===== src/rtl/status_register_unit.sv =====
// ---------------------------------------------------------------------------
// status_register_unit
//
// Holds the architectural {N,Z,C,V} condition flags, a shadow copy taken on
// exception entry (SPSR-like), and a small two-state exception FSM.
// Flag writes from the EXE stage commit when the instruction is valid,
// requests an update, passes its condition, and is neither flushed nor
// stalled. Per-cycle priority: rst > freeze > exc_return > exc_enter >
// flag write.
//
// Ports
//   clk          in   single clock, rising edge
//   rst          in   synchronous active-high reset
//   exe_valid    in   EXE stage holds a real instruction
//   s_bit        in   instruction requests flag update
//   cond_pass    in   condition check result for the EXE instruction
//   alu_flags    in   [3:0] {N,Z,C,V} from the ALU
//   freeze       in   pipeline stall, all state held
//   flush        in   cancel the EXE instruction
//   exc_enter    in   exception entry request
//   exc_return   in   exception return request
//   status       out  [3:0] current flags (registered)
//   saved_status out  [3:0] shadow flags
//   in_exc       out  high while in EXC state (registered)
//   exc_err      out  sticky protocol-error flag
//   upd_cnt      out  [CNT_W-1:0] saturating count of committed flag writes
// ---------------------------------------------------------------------------
module status_register_unit #(
   parameter int CNT_W = 8
) (
   input  logic             clk,
   input  logic             rst,
   input  logic             exe_valid,
   input  logic             s_bit,
   input  logic             cond_pass,
   input  logic [3:0]       alu_flags,
   input  logic             freeze,
   input  logic             flush,
   input  logic             exc_enter,
   input  logic             exc_return,
   output logic [3:0]       status,
   output logic [3:0]       saved_status,
   output logic             in_exc,
   output logic             exc_err,
   output logic [CNT_W-1:0] upd_cnt
);

   typedef enum logic [0:0] {
      ST_NORMAL = 1'b0,
      ST_EXC    = 1'b1
   } state_t;

   localparam logic [CNT_W-1:0] CNT_MAX = {CNT_W{1'b1}};
   localparam logic [CNT_W-1:0] CNT_ONE = CNT_W'(1);

   state_t           r_state;
   logic [3:0]       r_status;
   logic [3:0]       r_saved;
   logic             r_in_exc;
   logic             r_err;
   logic [CNT_W-1:0] r_cnt;

   logic w_wr;
   logic w_ret_acc;
   logic w_ent_acc;
   logic w_commit;

   assign w_wr      = exe_valid & s_bit & cond_pass & ~flush & ~freeze;
   // Return outranks entry, so an entry is only accepted without a return.
   assign w_ret_acc = exc_return & (r_state == ST_EXC);
   assign w_ent_acc = exc_enter & ~exc_return & (r_state == ST_NORMAL);
   // Ignored exception requests do not block a flag write; accepted ones do.
   assign w_commit  = w_wr & ~w_ret_acc & ~w_ent_acc;

   // Exception FSM, flag registers, error flag and update counter.
   always_ff @(posedge clk) begin
      if (rst) begin
         r_state  <= ST_NORMAL;
         r_status <= 4'b0000;
         r_saved  <= 4'b0000;
         r_in_exc <= 1'b0;
         r_err    <= 1'b0;
         r_cnt    <= {CNT_W{1'b0}};
      end else if (!freeze) begin
         case (r_state)
            ST_NORMAL: begin
               if (exc_return) begin
                  r_err <= 1'b1;
               end else if (exc_enter) begin
                  // Shadow the pre-write value; any same-cycle write is dropped.
                  r_saved  <= r_status;
                  r_state  <= ST_EXC;
                  r_in_exc <= 1'b1;
               end else begin
                  r_state <= ST_NORMAL;
               end
            end
            ST_EXC: begin
               if (exc_return) begin
                  r_status <= r_saved;
                  r_state  <= ST_NORMAL;
                  r_in_exc <= 1'b0;
               end else if (exc_enter) begin
                  // Nested entry is not supported: keep the shadow, flag it.
                  r_err <= 1'b1;
               end else begin
                  r_state <= ST_EXC;
               end
            end
            default: begin
               r_state  <= ST_NORMAL;
               r_in_exc <= 1'b0;
            end
         endcase

         if (w_commit) begin
            r_status <= alu_flags;
            if (r_cnt != CNT_MAX) begin
               r_cnt <= r_cnt + CNT_ONE;
            end
         end
      end
   end

   assign status       = r_status;
   assign saved_status = r_saved;
   assign in_exc       = r_in_exc;
   assign exc_err      = r_err;
   assign upd_cnt      = r_cnt;

endmodule


===== config.mk =====
export PLATFORM = sky130hd
export DESIGN_NAME = status_register_unit
export DESIGN_NICKNAME = d
export VERILOG_FILES = /design/src/rtl/status_register_unit.sv
export SDC_FILE = /design/constraint.sdc
export NUM_CORES = 1
export LEC_CHECK = 0
export BUFFER_PORTS_ARGS = -buffer_cell sky130_fd_sc_hd__buf_2
export CORE_ASPECT_RATIO = 1.4
export CORE_MARGIN = 2
export CORE_UTILIZATION = 30
export CTS_CLUSTER_SIZE = 10
export DETAILED_ROUTE_END_ITERATION = 12
export MAX_ROUTING_LAYER = met4
export PLACE_DENSITY = 0.48
export SETUP_SLACK_MARGIN = 0.2
export SLEW_MARGIN = 20
export SYNTH_ARGS = -nofsm -noshare
export SYNTH_HDL_FRONTEND = slang
export SYNTH_SLANG_ARGS = --single-unit

===== constraint.sdc =====
create_clock -name clk -period 3.96 [get_ports clk]
set_input_delay 0.792 -clock clk [delete_from_list [all_inputs] [get_ports clk]]
set_output_delay 0.792 -clock clk [all_outputs]
set_load 0.01 [all_outputs]

; Yosys cells after proc, flatten, opt, wreduce, memory -nomap -nowiden
; Cells that the tools add are included.
; W data, S select, Z words.
[word_totals]
ff_bits = 19
in_bits = 13
elab_cells = 49
[op_classes]
add_sub_neg = 1
n_eq_ne = 7
mux = 13
n_bitwise = 15
n_reduce_logical = 7
[op_table]
columns = operator, n
row1 = $mux W4, 3
row2 = $ne A2 B2 Y1 const B, 6
row3 = $reduce_and A4 Y1, 3
row4 = $and A1 B1 Y1, 9
row5 = $add A8 B1 Y8 const B, 1
row6 = $ne A8 B8 Y1 const B, 1
row7 = $mux W1, 7
row8 = $not A1 Y1, 6
row9 = $pmux W1 S2, 3
row10 = $reduce_and A3 Y1, 2
row11 = $reduce_bool A2 Y1, 2

; Longest topological paths before layout
[depth]
depth_word = 8
ltp_mapped = 6
mapped_depth_nobuf = 5

; Worst setup path after synthesis
; No wires, ideal clock.
[synth_path]
kind = input to register
startpoint = input port exc_return
endpoint = register r_cnt[5] (netlist: upd_cnt[5])
setup_ns = 0.121
t_arrival_ns = 2.260
setup_slack_ns = 1.579
path_stages = 5
path_cell_list = ha_1 > or4_4 > buf_6 > nor4_1 > mux2_2
[synth_between]
elab_chain_cells = 6
elab_cells_between_ends = 9
cone_classes = bitwise (8) / reduce/logical (1)
[synth_lines]
columns = item, line_no
row1 = start: declaration, 40  ; input logic exc_return,
row2 = $not A1 Y1 (no source line), -
row3 = $and A1 B1 Y1 (2 in series), 71  ; assign w_ent_acc = exc_enter & ~exc_return & (r_state == ST_NORMAL);
row4 = $not A1 Y1, 73  ; assign w_commit = w_wr & ~w_ret_acc & ~w_ent_acc;
row5 = $and A1 B1 Y1 *, 73
row6 = $reduce_and A3 Y1 (no source line) *, -
row7 = end signal: assignment, 83  ; r_cnt <= {CNT_W{1'b0}};
row8 = end signal: assignment, 119  ; r_cnt <= r_cnt + CNT_ONE;
row9 = end: declaration, 61  ; logic [CNT_W-1:0] r_cnt;
; Every way passes the cells marked *; elsewhere a longest branch is shown, timed or not.
; A chain may end at the register's enable or synchronous reset.

; Final worst setup path
; Ends and elaborated chain as after synthesis.

==> results.md <==
* Result of the run: finished, final reports clean
* Critical Path Fanout Max at 20
* Filler instances at 314
* DRT antenna net count at 0
* Number of maximum-capacitance violations at 0
* CTS Buffer Depth at 2
* Post-Synthesis Cells at 106
* ANT cells at 0
* Final setup fails at 0
* Standard cell area after detailed placement at 1080 sq um
* Via/cell ratio at 5.02
* Register cell area after layout at 380 sq um
* Max_slew headroom at 62.9%
* Power density over cell area at 320 nW/um^2
* CP endpoint kind: flip-flop
* Part of the power in registers at 54.5%
* Most common flop cell mapped by yosys: dfxtp_1
* Cts repair resizes at 0
* Number of buffers inserted by hold repair at cts at 0
* Drt first-iter violations at 19
* Syn avg cell area at 8.57 sq um
* Die extent in x at 50.5 microns
* Post-route insts no fill at 172
* Hold_ws at 0.448 ns
* Wire length of the first global-routing pass at 3770 microns
* Buffers on Ports at 30
* Slack of the critical path at 1.64 ns
* Internal power summed over all cells at 0.276 mW
* Data required time of the worst path at 4.11 ns
* Part of the Yosys area used for sequential elements at 41.9%
* DRC at 0
* Pre-CTS worst setup slack at 1.36 ns
* CTS sink cnt at 19
* Setup tns final at 0 ns
* Number of flops mapped to enable cells by yosys at 0
* Num CTS Buffers at 3
* Critical path class: primary input to flip-flop
* Ports at 31
* Clock Power Share at 37.6%
* GR Overflow Total at 0
* Post-CTS Setup Repair Bufs at 0
* Number of cells in the design after placement at 168
* Antenna violations before repair at 0
* Master cell of the clock root buffer: clkbuf_8
* IR Drop Worst-Case VDD at 0.194 mV
* Die span in y at 69.1 microns
* Leading post-synthesis cells by cell area: dfxtp_1, a21oi_1, a211oi_1
* F_max at 430 MHz
* Fin. max-slew vios at 0
* Nets at 152
* Final WL at 2150 microns
* Share of layout cells above drive strength 1 at 27.4%
* Synth top cells by count: dfxtp_1, a21oi_1, nand2_1, nand3_1, nor2_1
* Routability-driven placement congestion ratio at 0.665
* Net count of the mapped netlist at 122
* Setup repair after global routing missed its margin: no
* Yosys top cell area share at 41.9%
* Average wire length per cell after detail routing at 12.5 microns
* Clock tree from TritonCTS: yes
* Detail Placement HPWL at 1570 microns
* Largest net degree at the start of global routing at 21
* Logic pwr share at 7.9%
* Worst setup skew after layout at 0.00209 ns
* Yosys synthesis warning count at 0
* Total number of vias at 863
* Min cycle time layout at 2.32 ns
* Switching Share at 23.5%
* Final non-filler cell area at 1120 sq um
* Net switching power of the design at 0.0845 mW
* Most used standard cell by instance count after synthesis: dfxtp_1
* Portion of the clock cycle consumed by the worst path in the final layout at 58.7%
* Category of the worst setup path launch point: primary input
* HP Class: flip-flop to flip-flop
* Htree depth at 1
* Number of global-route vias before repair at 837
* Cell type with the highest aggregate area in the netlist: dfxtp_1
* Fraction of the core area covered by cells at the end of the flow at 39.1%
* Reg clk slew, reported paths at 0.07 ns
* All-Layer GR Usage at 14.2%
* Combined area of the multi-input logic cells at 475 sq um
* Detailed-routing iteration count for the pre-antenna-repair pass at 4
* Flops & latches, synth at 19
* Total power after layout at 0.360 mW
* Area growth syn-to-layout at 23.8%
* Arrival time at the worst endpoint at 2.47 ns
* Hold Violations, Final at 0
* Synth cell types at 28
* Total die area at 3490 sq um
* Clock network latency to the later pin of the worst-skew pair at 0.25 ns
* Area of the mapped netlist at 908 sq um
* Number of cell rows at 23
* Starting density of the core at 31.6%
* Share of flip-flops with an asynchronous set or reset after synthesis at 0%
* Leakage power at 0.481 nW
* Placeable Area at 2880 sq um
* Worst-margin pin slew at 0.552 ns
## area by class of cell
| type | count | area share [%] |
|---|---|---|
| Multi-Input combinational cell | 75 | 42.3 |
| Sequential cell | 19 | 33.8 |
| Timing Repair Buffer | 30 | 13.3 |
| Tap cell | 37 | 4.12 |
| Clock buffer | 3 | 3.67 |
| Inverter | 7 | 2.34 |
| Clock inverter | 1 | 0.445 |
## per-layer routing
metal	vias up	global-route usage, %	wire [microns]
met2	22	22.7	1080
met1	396	16.3	922
li1	441	-	-
met4	0	7.21	35
met3	4	3.25	117
met5	-	-	0
## cell usage in the layout (no fill, tap or decap)
cell type,Yosys,layout
a21oi_1,11,11
clkbuf_8,0,3
nand2_1,8,8
nor4_1,2,2
clkinv_2,0,1
or4_1,2,2
nor3b_1,2,2
nor3_1,1,1
nor4b_1,1,1
nor2_1,8,8
o21a_1,1,1
nor2b_1,3,3
dfxtp_1,19,19
mux2_2,1,1
ha_1,3,3
o211ai_1,1,1
o31ai_1,2,2
nand4_1,1,1
o21ba_2,1,1
buf_2,0,30
o21ai_0,3,3
mux2i_1,4,4
a311oi_1,2,2
nand3_1,8,8
inv_1,7,7
a211oi_1,6,6
or4_4,1,1
nand4b_1,1,1
or3_1,2,2
## state kept, by name (all words and copies together), names as in the netlist
signal	count
exc_err	1
upd_cnt	8
status	4
saved_status	4
in_exc	1
r_state	1
## kinds of logic after synthesis
family          count (synthesis)  synth area share (%)
compound gates                 27                  19.0
simple gates                   40                  23.6
buf+inv                        12                  5.79
mux                             5                  5.65
flops                          19                  41.9
fa+ha+maj                       3                  4.13
## power groups by stage
| stage | clock, mW | sequential (mW) | combinational (mW) |
|---|---|---|---|
| after detailed placement | 0 | 0.201 | 0.0288 |
| after floorplan | 0 | 0.202 | 0.0152 |
| final | 0.136 | 0.197 | 0.0284 |
| after CTS | 0.144 | 0.196 | 0.0290 |
| after global placement | 0 | 0.201 | 0.0286 |
| after global routing | 0.150 | 0.197 | 0.0316 |
## critical path: stages
cell and delay (ns):
buf_2 0.13, ha_1 0.21, or4_4 0.64, nor4_1 0.34, mux2_2 0.36
## worst paths after layout
path	from	end	slack, ns	cells past startpoint
setup / recovery	exc_return	upd_cnt[5]	1.64	5
hold / removal	exc_err	exc_err	0.45	2
setup reg to reg	r_state	upd_cnt[5]	1.94	4
hold reg to reg	exc_err	exc_err	0.45	2
No activity file was read; power rests on OpenSTA's default activity.
